==> config.mk <==
export PLATFORM = sky130hd
export DESIGN_NAME = level_hold_tx_flat
export DESIGN_NICKNAME = d
export VERILOG_FILES = /design/src/rtl/level_hold_tx_if.sv /design/src/rtl/level_hold_tx.sv /design/src/flat_wrapper.sv
export SDC_FILE = /design/constraint.sdc
export NUM_CORES = 1
export LEC_CHECK = 0
export CELL_PAD_IN_SITES_DETAIL_PLACEMENT = 1
export CELL_PAD_IN_SITES_GLOBAL_PLACEMENT = 2
export CORE_MARGIN = 4
export CORE_UTILIZATION = 35
export DETAILED_ROUTE_END_ITERATION = 8
export GPL_TIMING_DRIVEN = 0
export PLACE_DENSITY_LB_ADDON = 0.2
export SLEW_MARGIN = 25
export SYNTH_ARGS = -nofsm -noshare
export SYNTH_HDL_FRONTEND = slang
export SYNTH_SLANG_ARGS = --single-unit
==> constraint.sdc <==
create_clock -name iCLK -period 6.9 [get_ports iCLK]
set_clock_uncertainty 0.2 [all_clocks]
set_input_delay 0.69 -clock iCLK [delete_from_list [all_inputs] [get_ports iCLK]]
set_output_delay 0.69 -clock iCLK [all_outputs]
set_load 0.05 [all_outputs]
==> src/rtl/level_hold_tx_if.sv <==
// rtl/level_hold_tx_if.sv - request/status bundle between sequencing logic and the level shaper
interface level_hold_tx_if;
    logic        iTick;
    logic [15:0] hold_time;
    logic        level_req;
    logic        clr_ovr;
    logic        level_out;
    logic        chg_pulse;
    logic        busy;
    logic        ovr;

    modport master (
        output iTick, hold_time, level_req, clr_ovr,
        input  level_out, chg_pulse, busy, ovr
    );

    modport slave (
        input  iTick, hold_time, level_req, clr_ovr,
        output level_out, chg_pulse, busy, ovr
    );
endinterface

==> src/rtl/level_hold_tx.sv <==
// rtl/level_hold_tx.sv - minimum-hold shaper for slow board-level control lines
// Every driven level stays stable for at least hold_time tick periods; faster request pulses are coalesced into ovr.
module level_hold_tx #(
    parameter logic RST_LEVEL = 1'b0
) (
    input  logic            iCLK,
    input  logic            iRst_n,
    level_hold_tx_if.slave  bus
);
    typedef enum logic {IDLE = 1'b0, HOLD = 1'b1} state_t;

    state_t      state_q, state_d;
    logic        s1_q, s2_q;
    logic        level_q, level_d;
    logic        chg_q, chg_d;
    logic [16:0] cnt_q, cnt_d;
    logic        pend_q, pend_d;
    logic        ovr_q, ovr_d;
    logic        ovr_set;
    logic [16:0] load_val;

    // One extra count so a change landing mid-period still gets hold_time whole periods.
    assign load_val = {1'b0, bus.hold_time} + 17'd1;

    always_ff @(posedge iCLK or negedge iRst_n) begin
        if (!iRst_n) begin
            s1_q    <= RST_LEVEL;
            s2_q    <= RST_LEVEL;
            state_q <= IDLE;
            level_q <= RST_LEVEL;
            chg_q   <= 1'b0;
            cnt_q   <= 17'd0;
            pend_q  <= 1'b0;
            ovr_q   <= 1'b0;
        end else begin
            s1_q    <= bus.level_req;
            s2_q    <= s1_q;
            state_q <= state_d;
            level_q <= level_d;
            chg_q   <= chg_d;
            cnt_q   <= cnt_d;
            pend_q  <= pend_d;
            ovr_q   <= ovr_d;
        end
    end

    always_comb begin
        state_d = state_q;
        level_d = level_q;
        chg_d   = 1'b0;
        cnt_d   = cnt_q;
        pend_d  = pend_q;
        ovr_set = 1'b0;
        case (state_q)
            IDLE: begin
                pend_d = 1'b0;
                if (s2_q != level_q) begin
                    level_d = s2_q;
                    chg_d   = 1'b1;
                    if (bus.hold_time != 16'd0) begin
                        cnt_d   = load_val;
                        state_d = HOLD;
                    end
                end
            end
            HOLD: begin
                if (bus.iTick && cnt_q == 17'd1) begin
                    // Expiry edge: a still-differing request is taken immediately and re-arms the hold.
                    pend_d = 1'b0;
                    if (s2_q != level_q) begin
                        level_d = s2_q;
                        chg_d   = 1'b1;
                        cnt_d   = load_val;
                    end else begin
                        cnt_d   = 17'd0;
                        state_d = IDLE;
                    end
                end else begin
                    if (bus.iTick && cnt_q != 17'd0) begin
                        cnt_d = cnt_q - 17'd1;
                    end
                    if (s2_q != level_q) begin
                        pend_d = 1'b1;
                    end else if (pend_q) begin
                        ovr_set = 1'b1;
                        pend_d  = 1'b0;
                    end
                end
            end
            default: state_d = IDLE;
        endcase
        ovr_d = ovr_set | (ovr_q & ~bus.clr_ovr);
    end

    assign bus.level_out = level_q;
    assign bus.chg_pulse = chg_q;
    assign bus.busy      = (state_q == HOLD);
    assign bus.ovr       = ovr_q;
endmodule

==> src/flat_wrapper.sv <==
// flat-port wrapper written by rule: the top's interface ports become plain ports
module level_hold_tx_flat 
#(
    parameter logic RST_LEVEL = 1'b0
)
  (iCLK, iRst_n, bus_iTick, bus_hold_time, bus_level_req, bus_clr_ovr, bus_level_out, bus_chg_pulse, bus_busy, bus_ovr);
  level_hold_tx_if bus_i ();
  input  logic iCLK;
  input  logic iRst_n;
  input wire logic [$bits(bus_i.iTick)-1:0] bus_iTick;
  input wire logic [$bits(bus_i.hold_time)-1:0] bus_hold_time;
  input wire logic [$bits(bus_i.level_req)-1:0] bus_level_req;
  input wire logic [$bits(bus_i.clr_ovr)-1:0] bus_clr_ovr;
  output wire logic [$bits(bus_i.level_out)-1:0] bus_level_out;
  output wire logic [$bits(bus_i.chg_pulse)-1:0] bus_chg_pulse;
  output wire logic [$bits(bus_i.busy)-1:0] bus_busy;
  output wire logic [$bits(bus_i.ovr)-1:0] bus_ovr;
  assign bus_i.iTick = bus_iTick;
  assign bus_i.hold_time = bus_hold_time;
  assign bus_i.level_req = bus_level_req;
  assign bus_i.clr_ovr = bus_clr_ovr;
  assign bus_level_out = bus_i.level_out;
  assign bus_chg_pulse = bus_i.chg_pulse;
  assign bus_busy = bus_i.busy;
  assign bus_ovr = bus_i.ovr;
  level_hold_tx #(.RST_LEVEL(RST_LEVEL)) u_core (.iCLK(iCLK), .iRst_n(iRst_n), .bus(bus_i));
endmodule
==> results.txt <==
----------------------------------------------------
[Outcome]
  Result of the run ... complete, no violations

[Critical path]
  Critical path capture point type ... register
  Critical path launch point type ... primary input
  Crit path DAT ... 3.17 ns
  Flop2flop setup slack ... 4.04 ns
  CP max FO ... 10
  Worst endpoint required time ... 6.87 ns
  Critical Setup Path Class ... in -> reg

[Drt]
  Via-to-Cell Ratio ... 5.806
  Highest signal layer in the routed design ... met4
  Via total after detailed routing ... 1794
  DRT met1 WL ... 2693 µm
  Met3 routed wirelength ... 272 µm
  Post-detailed-route wirelength per cell ... 18.58 µm
  Residual antenna-violating net count after detailed routing ... 0
  Wire length on met2 ... 2712 µm
  Detailed-route DRC error count ... 0
  Starting DRC count in detailed routing ... 67
  Final routed wirelength across all metal layers ... 5742 µm
  Number of search-and-repair iterations in the first detailed-routing pass ... 4

[Power]
  Portion of total power attributed to combinational logic ... 0.294
  Power density relative to cell area ... 199.0 mW/mm²
  Total leakage power ... 0.7994 nW
  VDD IR-drop max ... 0.06987 mV
  Sw power ... 0.1511 mW
  Int Power ... 0.2822 mW
  Share of total power consumed by net switching ... 0.3488
  Share of power burned in the clock network ... 0.231
  Sequential share of power ... 0.474
  Power after layout ... 0.4333 mW

[Place]
  Port Buffer Count ... 24
  GP Congestion ... 0.7998
  HPWL after detailed placement ... 4337 µm
  Cell total after placement ... 305
  Pre-CTS setup slack ... 3.347 ns

[Timing]
  Max Fclk ... 0.3122 GHz
  Unrepaired setup endpoints after global routing ... no
  Final number of max-transition violations ... 0
  Period utilisation layout ... 0.4642
  Setup TNS ... 0 ns
  Pin slew with the least headroom to its limit ... 0.9392 ns
  PnR worst setup slack ... 3.697 ns
  Minimum clock period after layout ... 3.203 ns
  Hold Violations, Final ... 0
  Setup-failing EPs final ... 0
  Worst slew margin relative to its limit ... 0.3685

[Synth]
  Avg Cell Area, Syn ... 8.425 µm²
  Largest family of logic cells by synthesized area ... compound AO/OA/AOI/OAI gates
  Fraction of synthesized area in multiplexers ... 0
  Post-synthesis share of cell area spent on and, or, nand and nor gates ... 0.2450
  Yosys reg bits ... 24
  Synthesized Nets ... 239
  Sequential fraction of the synthesis area ... 0.3331
  Number of enable flip-flop cells after synthesis ... 0
  Primary FF master, synth ... sky130_fd_sc_hd__dfrtp_1
  Async set or reset register ratio after synthesis ... 1.000
  Warnings, synthesis ... 0
  Post-Synth Adder-Cell Area ... 0.02776
  Xor-xnor portion of the synthesized cell area ... 0.07287
  Synthesized-area fraction occupied by ao, oa, aoi and oai cells ... 0.2547
  Unique masters post-synth ... 47
  Post-synthesis instance area ... 0.001803 mm²
  Cells after synthesis ... 214

[Layout]
  Fraction of final layout cells with drive strength greater than 1 ... 0.09091
  Final #Nets ... 268
  Synth-to-layout area growth ... 20.75%
  Post-route non-filler standard cell count ... 309
  Antenna diodes ... 0
  # fillers ... 596

[CTS]
  TritonCTS clock tree ... built
  Clock latency reported for the late side of the worst-skew pair ... 0.27 ns
  Setup bufs post-CTS ... 0
  Post-CTS clock slew at the launch and capture registers of the worst setup and hold paths ... 0.09 ns
  Clock Path Buffers ... 2
  Number of clock buffers inserted by TritonCTS ... 3
  Number of buffers inserted for hold repair after clock tree synthesis ... 0
  Root Driver ... sky130_fd_sc_hd__clkbuf_8
  CTS H-tree depth ... 1
  Post-cts resize count ... 0
  Sink Count ... 24

[Die]
  Total Die Area ... 0.006364 mm²
  Number of I/O pins ... 25
  Y dimension of the die ... 79.78 µm
  Placeable Area ... 0.004848 mm²
  Chip Width ... 79.78 µm
  Starting density of the core ... 0.3719
  Number of rows created at floorplan ... 25

[Global routing]
  Aggregate global routing overflow ... 0
  Global-route wire length before repair ... 9735 µm
  Global-route usage over all layers ... 0.1968
  Number of global-route vias before repair ... 1915
  Initial antenna violation count ... 0
  Maximum number of pins on one net before global-route repair ... 25

[Flow run]
  Number of maximum-capacitance violations ... 0

[Hold path]
  Worst min-delay path category ... reg -> reg

----------------------------------------------------
==> through the flow <==
stage               area (µm²)  utilization  hold slack, ns
floorplan                 1803            -          0.1312
global placement          2127       0.4387          0.1564
detailed placement        2122       0.4377          0.1649
CTS                       2177       0.4490          0.1867
global route              2177       0.4490          0.2023
finish                    2177       0.4490          0.1768
==> power groups by stage <==
stage / registers [mW] / logic [mW] / clock network (mW)
final: 0.206 / 0.127 / 0.100
after global routing: 0.212 / 0.143 / 0.108
after CTS: 0.206 / 0.128 / 0.102
after detailed placement: 0.208 / 0.128 / 0
after global placement: 0.207 / 0.126 / 0
after floorplan: 0.199 / 0.0851 / 0
==> layer usage <==
metal	vias to the layer above	global-route usage
met5	-	0
met2	58	0.3356
met3	5	0.01580
met4	0	0.05236
met1	873	0.2674
li1	858	-
==> Yosys cell counts, types with 2 or more instances <==
cell,n,area share
sky130_fd_sc_hd__xor2_1,6,0.029
sky130_fd_sc_hd__buf_6,3,0.019
sky130_fd_sc_hd__or3_1,3,0.010
sky130_fd_sc_hd__xnor2_1,9,0.044
sky130_fd_sc_hd__o21ai_2,2,0.0097
sky130_fd_sc_hd__a22o_1,8,0.039
sky130_fd_sc_hd__o31ai_1,2,0.0083
sky130_fd_sc_hd__nor2_1,24,0.050
sky130_fd_sc_hd__or4_1,2,0.0083
sky130_fd_sc_hd__o21ai_0,19,0.053
sky130_fd_sc_hd__ha_1,4,0.028
sky130_fd_sc_hd__o2bb2ai_1,3,0.015
sky130_fd_sc_hd__nand2_1,16,0.033
sky130_fd_sc_hd__o32ai_1,2,0.0097
sky130_fd_sc_hd__dfrtp_1,24,0.33
sky130_fd_sc_hd__clkbuf_8,2,0.015
sky130_fd_sc_hd__nor3_1,10,0.028
sky130_fd_sc_hd__a21oi_1,8,0.022
sky130_fd_sc_hd__o21a_1,2,0.0083
sky130_fd_sc_hd__a2bb2oi_1,2,0.0097
sky130_fd_sc_hd__o22ai_1,5,0.017
sky130_fd_sc_hd__nor4_1,12,0.042
sky130_fd_sc_hd__nand3_1,10,0.028
sky130_fd_sc_hd__nand2b_1,2,0.0069
sky130_fd_sc_hd__inv_1,9,0.019
sky130_fd_sc_hd__nand4_1,4,0.014
==> cell usage in the layout, fill, tap and decap left out, types with 3 or more instances in the layout <==
master,netlist,layout
sky130_fd_sc_hd__xor2_1,6,6
sky130_fd_sc_hd__clkdlybuf4s50_1,0,23
sky130_fd_sc_hd__a22o_1,8,8
sky130_fd_sc_hd__nand3_1,10,10
sky130_fd_sc_hd__xnor2_1,9,9
sky130_fd_sc_hd__a21oi_1,8,8
sky130_fd_sc_hd__clkbuf_8,2,6
sky130_fd_sc_hd__nand2_1,16,16
sky130_fd_sc_hd__nand4_1,4,4
sky130_fd_sc_hd__inv_1,9,9
sky130_fd_sc_hd__dfrtp_1,24,24
sky130_fd_sc_hd__or3_1,3,3
sky130_fd_sc_hd__ha_1,4,4
sky130_fd_sc_hd__o21ai_0,19,19
sky130_fd_sc_hd__buf_6,3,3
sky130_fd_sc_hd__o2bb2ai_1,3,3
sky130_fd_sc_hd__nor2_1,24,24
sky130_fd_sc_hd__o22ai_1,5,5
sky130_fd_sc_hd__nor3_1,10,10
sky130_fd_sc_hd__nor4_1,12,12
==> sequential cells by signal (all words and copies together) (netlist names) <==
signal	count
u_core.bus.busy	1
u_core.bus.chg_pulse	1
u_core.bus.level_out	1
u_core.bus.ovr	1
u_core.cnt_q	17
u_core.pend_q	1
u_core.s1_q	1
u_core.s2_q	1
==> worst paths after layout <==
check | from | to | depth (start not counted)
max | bus_hold_time[0] | u_core.cnt_q[6] | 10
min | u_core.s1_q | u_core.s2_q | 0
max reg2reg | u_core.cnt_q[9] | u_core.cnt_q[12] | 6
min reg2reg | u_core.s1_q | u_core.s2_q | 0
max in group asynchronous | iRst_n | u_core.cnt_q[8] | 1
min in group asynchronous | iRst_n | u_core.s1_q | 1
==> critical path: stages <==
cell                              delay (ns)
sky130_fd_sc_hd__clkdlybuf4s50_1        0.53
sky130_fd_sc_hd__inv_1                  0.08
sky130_fd_sc_hd__ha_1                   0.21
sky130_fd_sc_hd__nor4b_1                0.14
sky130_fd_sc_hd__a41oi_1                0.49
sky130_fd_sc_hd__nor2_1                 0.23
sky130_fd_sc_hd__a21oi_4                0.30
sky130_fd_sc_hd__buf_4                  0.25
sky130_fd_sc_hd__o21ai_0                0.11
sky130_fd_sc_hd__o2bb2ai_1              0.14
==> final cells by class <==
type	instances	area (µm²)	area share
Buffer	10	86.33	0.03966
Multi-Input combinational cell	171	1082	0.4971
Sequential cell	24	600.6	0.2759
Inverter	9	33.78	0.01552
Timing Repair Buffer	24	235.2	0.1080
Tap cell	67	83.83	0.03851
Clock buffer	4	55.05	0.02529
==> cells by family (layout without fill, tap and decap cells) <==
kind of cell             after synthesis  after routing
flip-flops                            24             24
adder cells (fa/ha/maj)                4              4
AND/OR/NAND/NOR                       88             88
AO/OA/AOI/OAI                         64             64
XOR/XNOR                              15             15
buffers and inverters                 19             47
No activity file was read; power rests on OpenSTA's default activity.
==> variant 1 (same settings) <==
`RST_LEVEL` is set to 1'b0 in 2 places; all go to 1'b1.
--- a/src/rtl/level_hold_tx.sv
+++ b/src/rtl/level_hold_tx.sv
@@ -3,3 +3,3 @@
 module level_hold_tx #(
-    parameter logic RST_LEVEL = 1'b0
+    parameter logic RST_LEVEL = 1'b1
 ) (
--- a/src/flat_wrapper.sv
+++ b/src/flat_wrapper.sv
@@ -3,3 +3,3 @@
 #(
-    parameter logic RST_LEVEL = 1'b0
+    parameter logic RST_LEVEL = 1'b1
 )
Check against the original RTL: not equivalent (a bounded check fails within 4 cycles, from zero or initial values and one cycle with iRst_n low).
==> variant 1 against the original RTL <==
  * Worst setup slack gained 11 ps
  * Sequential cell count is the same
  * First-iteration DRC count grew 79%
  * Area after synthesis grew 0.21%
  * Routed wire length shrank 1.1%
  * Critical path depth is the same
  * Power grew 0.40%
  * Count of clock-buffer cells in the layout is the same
  * Worst hold slack lost 6.0 ps
  * Core utilization grew 0.077 points
  * Cell area grew 0.17%
==> variant 1: results (changes against the original RTL) <==
* Status: completed (unchanged)
* Ant diodes at 0 (unchanged)
* Slowest-stage cell, CP: clkdlybuf4s50_1 (unchanged)
* Synth Area in Compound Gates at 0.254 (was 0.255)
* Dpl hpwl at 4310 um (was 4340 um)
* Post_cts resized at 0 (unchanged)
* Xor/xnor cell area share of the yosys netlist at 0.0727 (was 0.0729)
* Initial DRC count at 120 (was 67)
* Final net count at 268 (unchanged)
* Post-Synth Adder-Cell Area at 0.0277 (was 0.0278)
* Max IR drop VDD at 0.0000685 V (was 0.0000699 V)
* CTS root buf: clkbuf_8 (unchanged)
* Avg Cell Area, Syn at 8.44 um^2 (was 8.43 um^2)
* Slew HR at 0.334 (was 0.368)
* Synth cell count leaders: nor2_1 (24), dfrtp_1 (21), o21ai_0 (19), nand2_1 (16), nor4_1 (12) (was dfrtp_1 (24), nor2_1 (24), o21ai_0 (19), nand2_1 (16), nor4_1 (12))
* Initial antenna violation count at 0 (unchanged)
* Clock buffer count from CTS at 3 (unchanged)
* Routability cong. at 0.824 (was 0.800)
* CP top delay family: compound AO/OA/AOI/OAI gates (unchanged)
* Via count at 1,782 (was 1,794)
* Placed cell count at 305 (unchanged)
* Routed wire per std cell at 18.4 um (was 18.6 um)
* Synth area leaders: dfrtp_1 (29%), o21ai_0 (5.3%), nor2_1 (5.0%) (was dfrtp_1 (33%), o21ai_0 (5.3%), nor2_1 (5.0%))
* Finished Layout Cells at 309 (unchanged)
* Post-CTS Setup Bufs at 0 (unchanged)
* CP max stage delay at 530 ps (about the same)
* Mux cell area share after synthesis at 0 (unchanged)
* Synth Net Count at 239 (unchanged)
* Crit path DAT at 3150 ps (was 3170 ps)
* Worst-path clk slew at 90 ps (about the same)
* Placed cell area at 0.00213 mm^2 (was 0.00212 mm^2)
* PortBufs at 24 (unchanged)
* Worst-Skew Late Latency at 270 ps (about the same)
* Largest net degree at the start of global routing at 25 (unchanged)
* Synth Flop Type: dfrtp_1 (unchanged)
* CP max FO at 10 (unchanged)
* First-pass GRT wire length at 9470 um (was 9740 um)
* Hold WC Path Type: reg2reg (unchanged)
* Pleak at 0.793 nW (was 0.799 nW)
* Netlist cell types at 48 (was 47)
* Fraction of layout cells with a size suffix above 1 at 0.103 (was 0.0909)
* GRT Util Overall at 0.191 (was 0.197)
* TritonRoute pass-1 iters at 5 (was 4)
* Sequential area share after synthesis at 0.334 (was 0.333)
* Ys async rst share at 1.00 (unchanged)
* Top reg by flops: u_core.cnt_q (unchanged)
* Clk buf depth at 2 (unchanged)
* Max FFs per register at 17 (unchanged)
variant 1: cell types whose count changed after synthesis:
cell,delta
dfrtp_1,-3
dfstp_2,+3
variant 1: where the power goes:
part           internal (mW)  switching, mW
registers              0.172         0.0351
logic                 0.0601         0.0688
clock network         0.0510         0.0483
variant 1: worst paths after layout:
check                                     startpoint              end  slack (ps)  cells past startpoint
worst min-delay path                     u_core.s1_q      u_core.s2_q         170                      0
worst max register to register  u_core.bus.level_out  u_core.cnt_q[6]        4090                      7
min in group asynchronous                     iRst_n   u_core.bus.ovr         200                      1
worst max-delay path                bus_hold_time[0]  u_core.cnt_q[6]        3710                     10
max in group asynchronous                     iRst_n      u_core.s2_q        5920                      1
worst min register to register           u_core.s1_q      u_core.s2_q         170                      0
variant 1: routing by layer:
metal / routed length, um / vias to the layer above / GRT usage
li1: - / 860 / -
met2: 2600 / 45 / 0.316
met5: 0 / - / 0
met4: 51 / 0 / 0.0456
met1: 2850 / 872 / 0.275
met3: 175 / 5 / 0.00790
variant 1: cell type report:
cell class	count	area [um^2]
buffer	10	86.3
timing repair buffer	24	235
sequential	24	604
fill	599	2670
multi-input combinational	171	1080
tap	67	83.8
inverter	9	33.8
clock buffer	4	55.1
variant 1: per-stage QoR:
stage / utilization / setup WS (ps) / hold slack (ps)
2_1_floorplan: - / 4440 / 145
3_3_place_gp: 0.439 / 3410 / 156
3_5_place_dp: 0.438 / 3390 / 162
4_1_cts: 0.450 / 3700 / 174
5_1_grt: 0.450 / 3460 / 181
6_report: 0.450 / 3710 / 171
variant 1: cells by family after synthesis:
logic type | count (synthesis)
and+or+nand+nor | 88
AOI/OAI and AO/OA | 64
DFF | 24
xor gates and xnor gates | 15
buffers and inverters | 19
adders and majority gates | 4
==> variant 2 (config.mk and constraints unchanged) <==
Without the edit above. Reset style: synchronous (`iRst_n`), changed in one clocked block.
--- a/src/rtl/level_hold_tx.sv
+++ b/src/rtl/level_hold_tx.sv
@@ -24,3 +24,3 @@
 
-    always_ff @(posedge iCLK or negedge iRst_n) begin
+    always_ff @(posedge iCLK) begin
         if (!iRst_n) begin
Check against the original RTL: differs if iRst_n is asserted again (counterexample within 4 cycles, from zero or initial values and one cycle with iRst_n low); with iRst_n held inactive, the same outputs for 10 cycles.
==> variant 2 against the original RTL <==
  * Power rose by 1.6%
  * Worst setup slack improved by 22 ps
  * Routed wire length fell by 0.12%
  * Synthesized cell count rose by 4.2%
  * Largest power group is now combinational cells
  * Sequential cell count did not move
  * Critical path type unchanged
  * Area after synthesis fell by 2.4%
  * Core utilization fell by 0.20 points
  * Cell area fell by 1.7%
  * First-iteration DRC count rose by 100%
==> variant 2: results (changes against the original RTL) <==
* R2R setup slack at 4020 ps (was 4040 ps)
* Area of the multi-input gates at 0.00120 mm^2 (was 0.00108 mm^2)
* Synth area leaders: dfxtp_1 (27%), xnor2_1 (5.0%), nand3_1 (4.5%) (was dfrtp_1 (33%), o21ai_0 (5.3%), nor2_1 (5.0%))
* Crit path DAT at 3200 ps (was 3170 ps)
* Status: completed (unchanged)
* Finished Layout Cells at 318 (was 309)
* Critical Path Sink: u_core.cnt_q[8] (was u_core.cnt_q[6])
* Non-clk bufs at 33 (was 34)
* Routability cong. at 0.830 (was 0.800)
* Synth Net Count at 248 (was 239)
* Fraction of layout cells with a size suffix above 1 at 0.0837 (was 0.0909)
* Non-clk invs at 8 (was 9)
* GRT Util Overall at 0.195 (was 0.197)
* Slew @ Worst Pin at 758 ps (was 939 ps)
* Synth cell count leaders: dfxtp_1 (24), nor2_1 (21), nand2_1 (20), nand3_1 (16) (was dfrtp_1 (24), nor2_1 (24), o21ai_0 (19), nand2_1 (16), nor4_1 (12))
* Clk cell area share at 0.0257 (was 0.0253)
* R2R depth at 9 (was 6)
* Avg Cell Area, Syn at 7.89 um^2 (was 8.43 um^2)
* Wirelength, routed at 5740 um (about the same)
* Seq_cells at 24 (unchanged)
* Hold path cells at 1 (was 0)
* Non-clk buf share at 0.134 (was 0.148)
* CP top delay family: buffers and inverters (was compound AO/OA/AOI/OAI gates)
* Vias per cell at 5.71 (was 5.81)
* Area delta synth->final at 21.5% (was 20.7%)
* Ys async rst share at 0 (was 1.00)
-- variant 2: changes by cell type in the layout (fill, tap and decap cells not counted), moves of 7 or more --
| cell | change |
|---|---|
| a22o_1 | -7 |
| a32o_1 | +7 |
| dfrtp_1 | -24 |
| dfxtp_1 | +24 |
| o21ai_0 | -10 |
-- variant 2: metal layers --
metal  GRT usage  wire [um]  vias up
met3      0.0136        265        9
li1            -          -      888
met5           0          0        -
met2       0.333       2720       50
met1       0.268       2670      870
met4      0.0498         84        0
-- variant 2: power breakdown --
part | internal [mW] | switching (mW)
registers | 0.150 | 0.0151
logic | 0.0672 | 0.106
clock network | 0.0511 | 0.0504
-- variant 2: logic make-up (layout without fill, tap and decap cells) --
logic type | after synthesis | count (layout) | synth area share
fa+ha+maj | 4 | 4 | 0.0284
simple gates | 100 | 100 | 0.313
compound gates | 60 | 60 | 0.252
flops | 24 | 24 | 0.273
xor+xnor | 18 | 18 | 0.0896
buf+inv | 17 | 45 | 0.0434
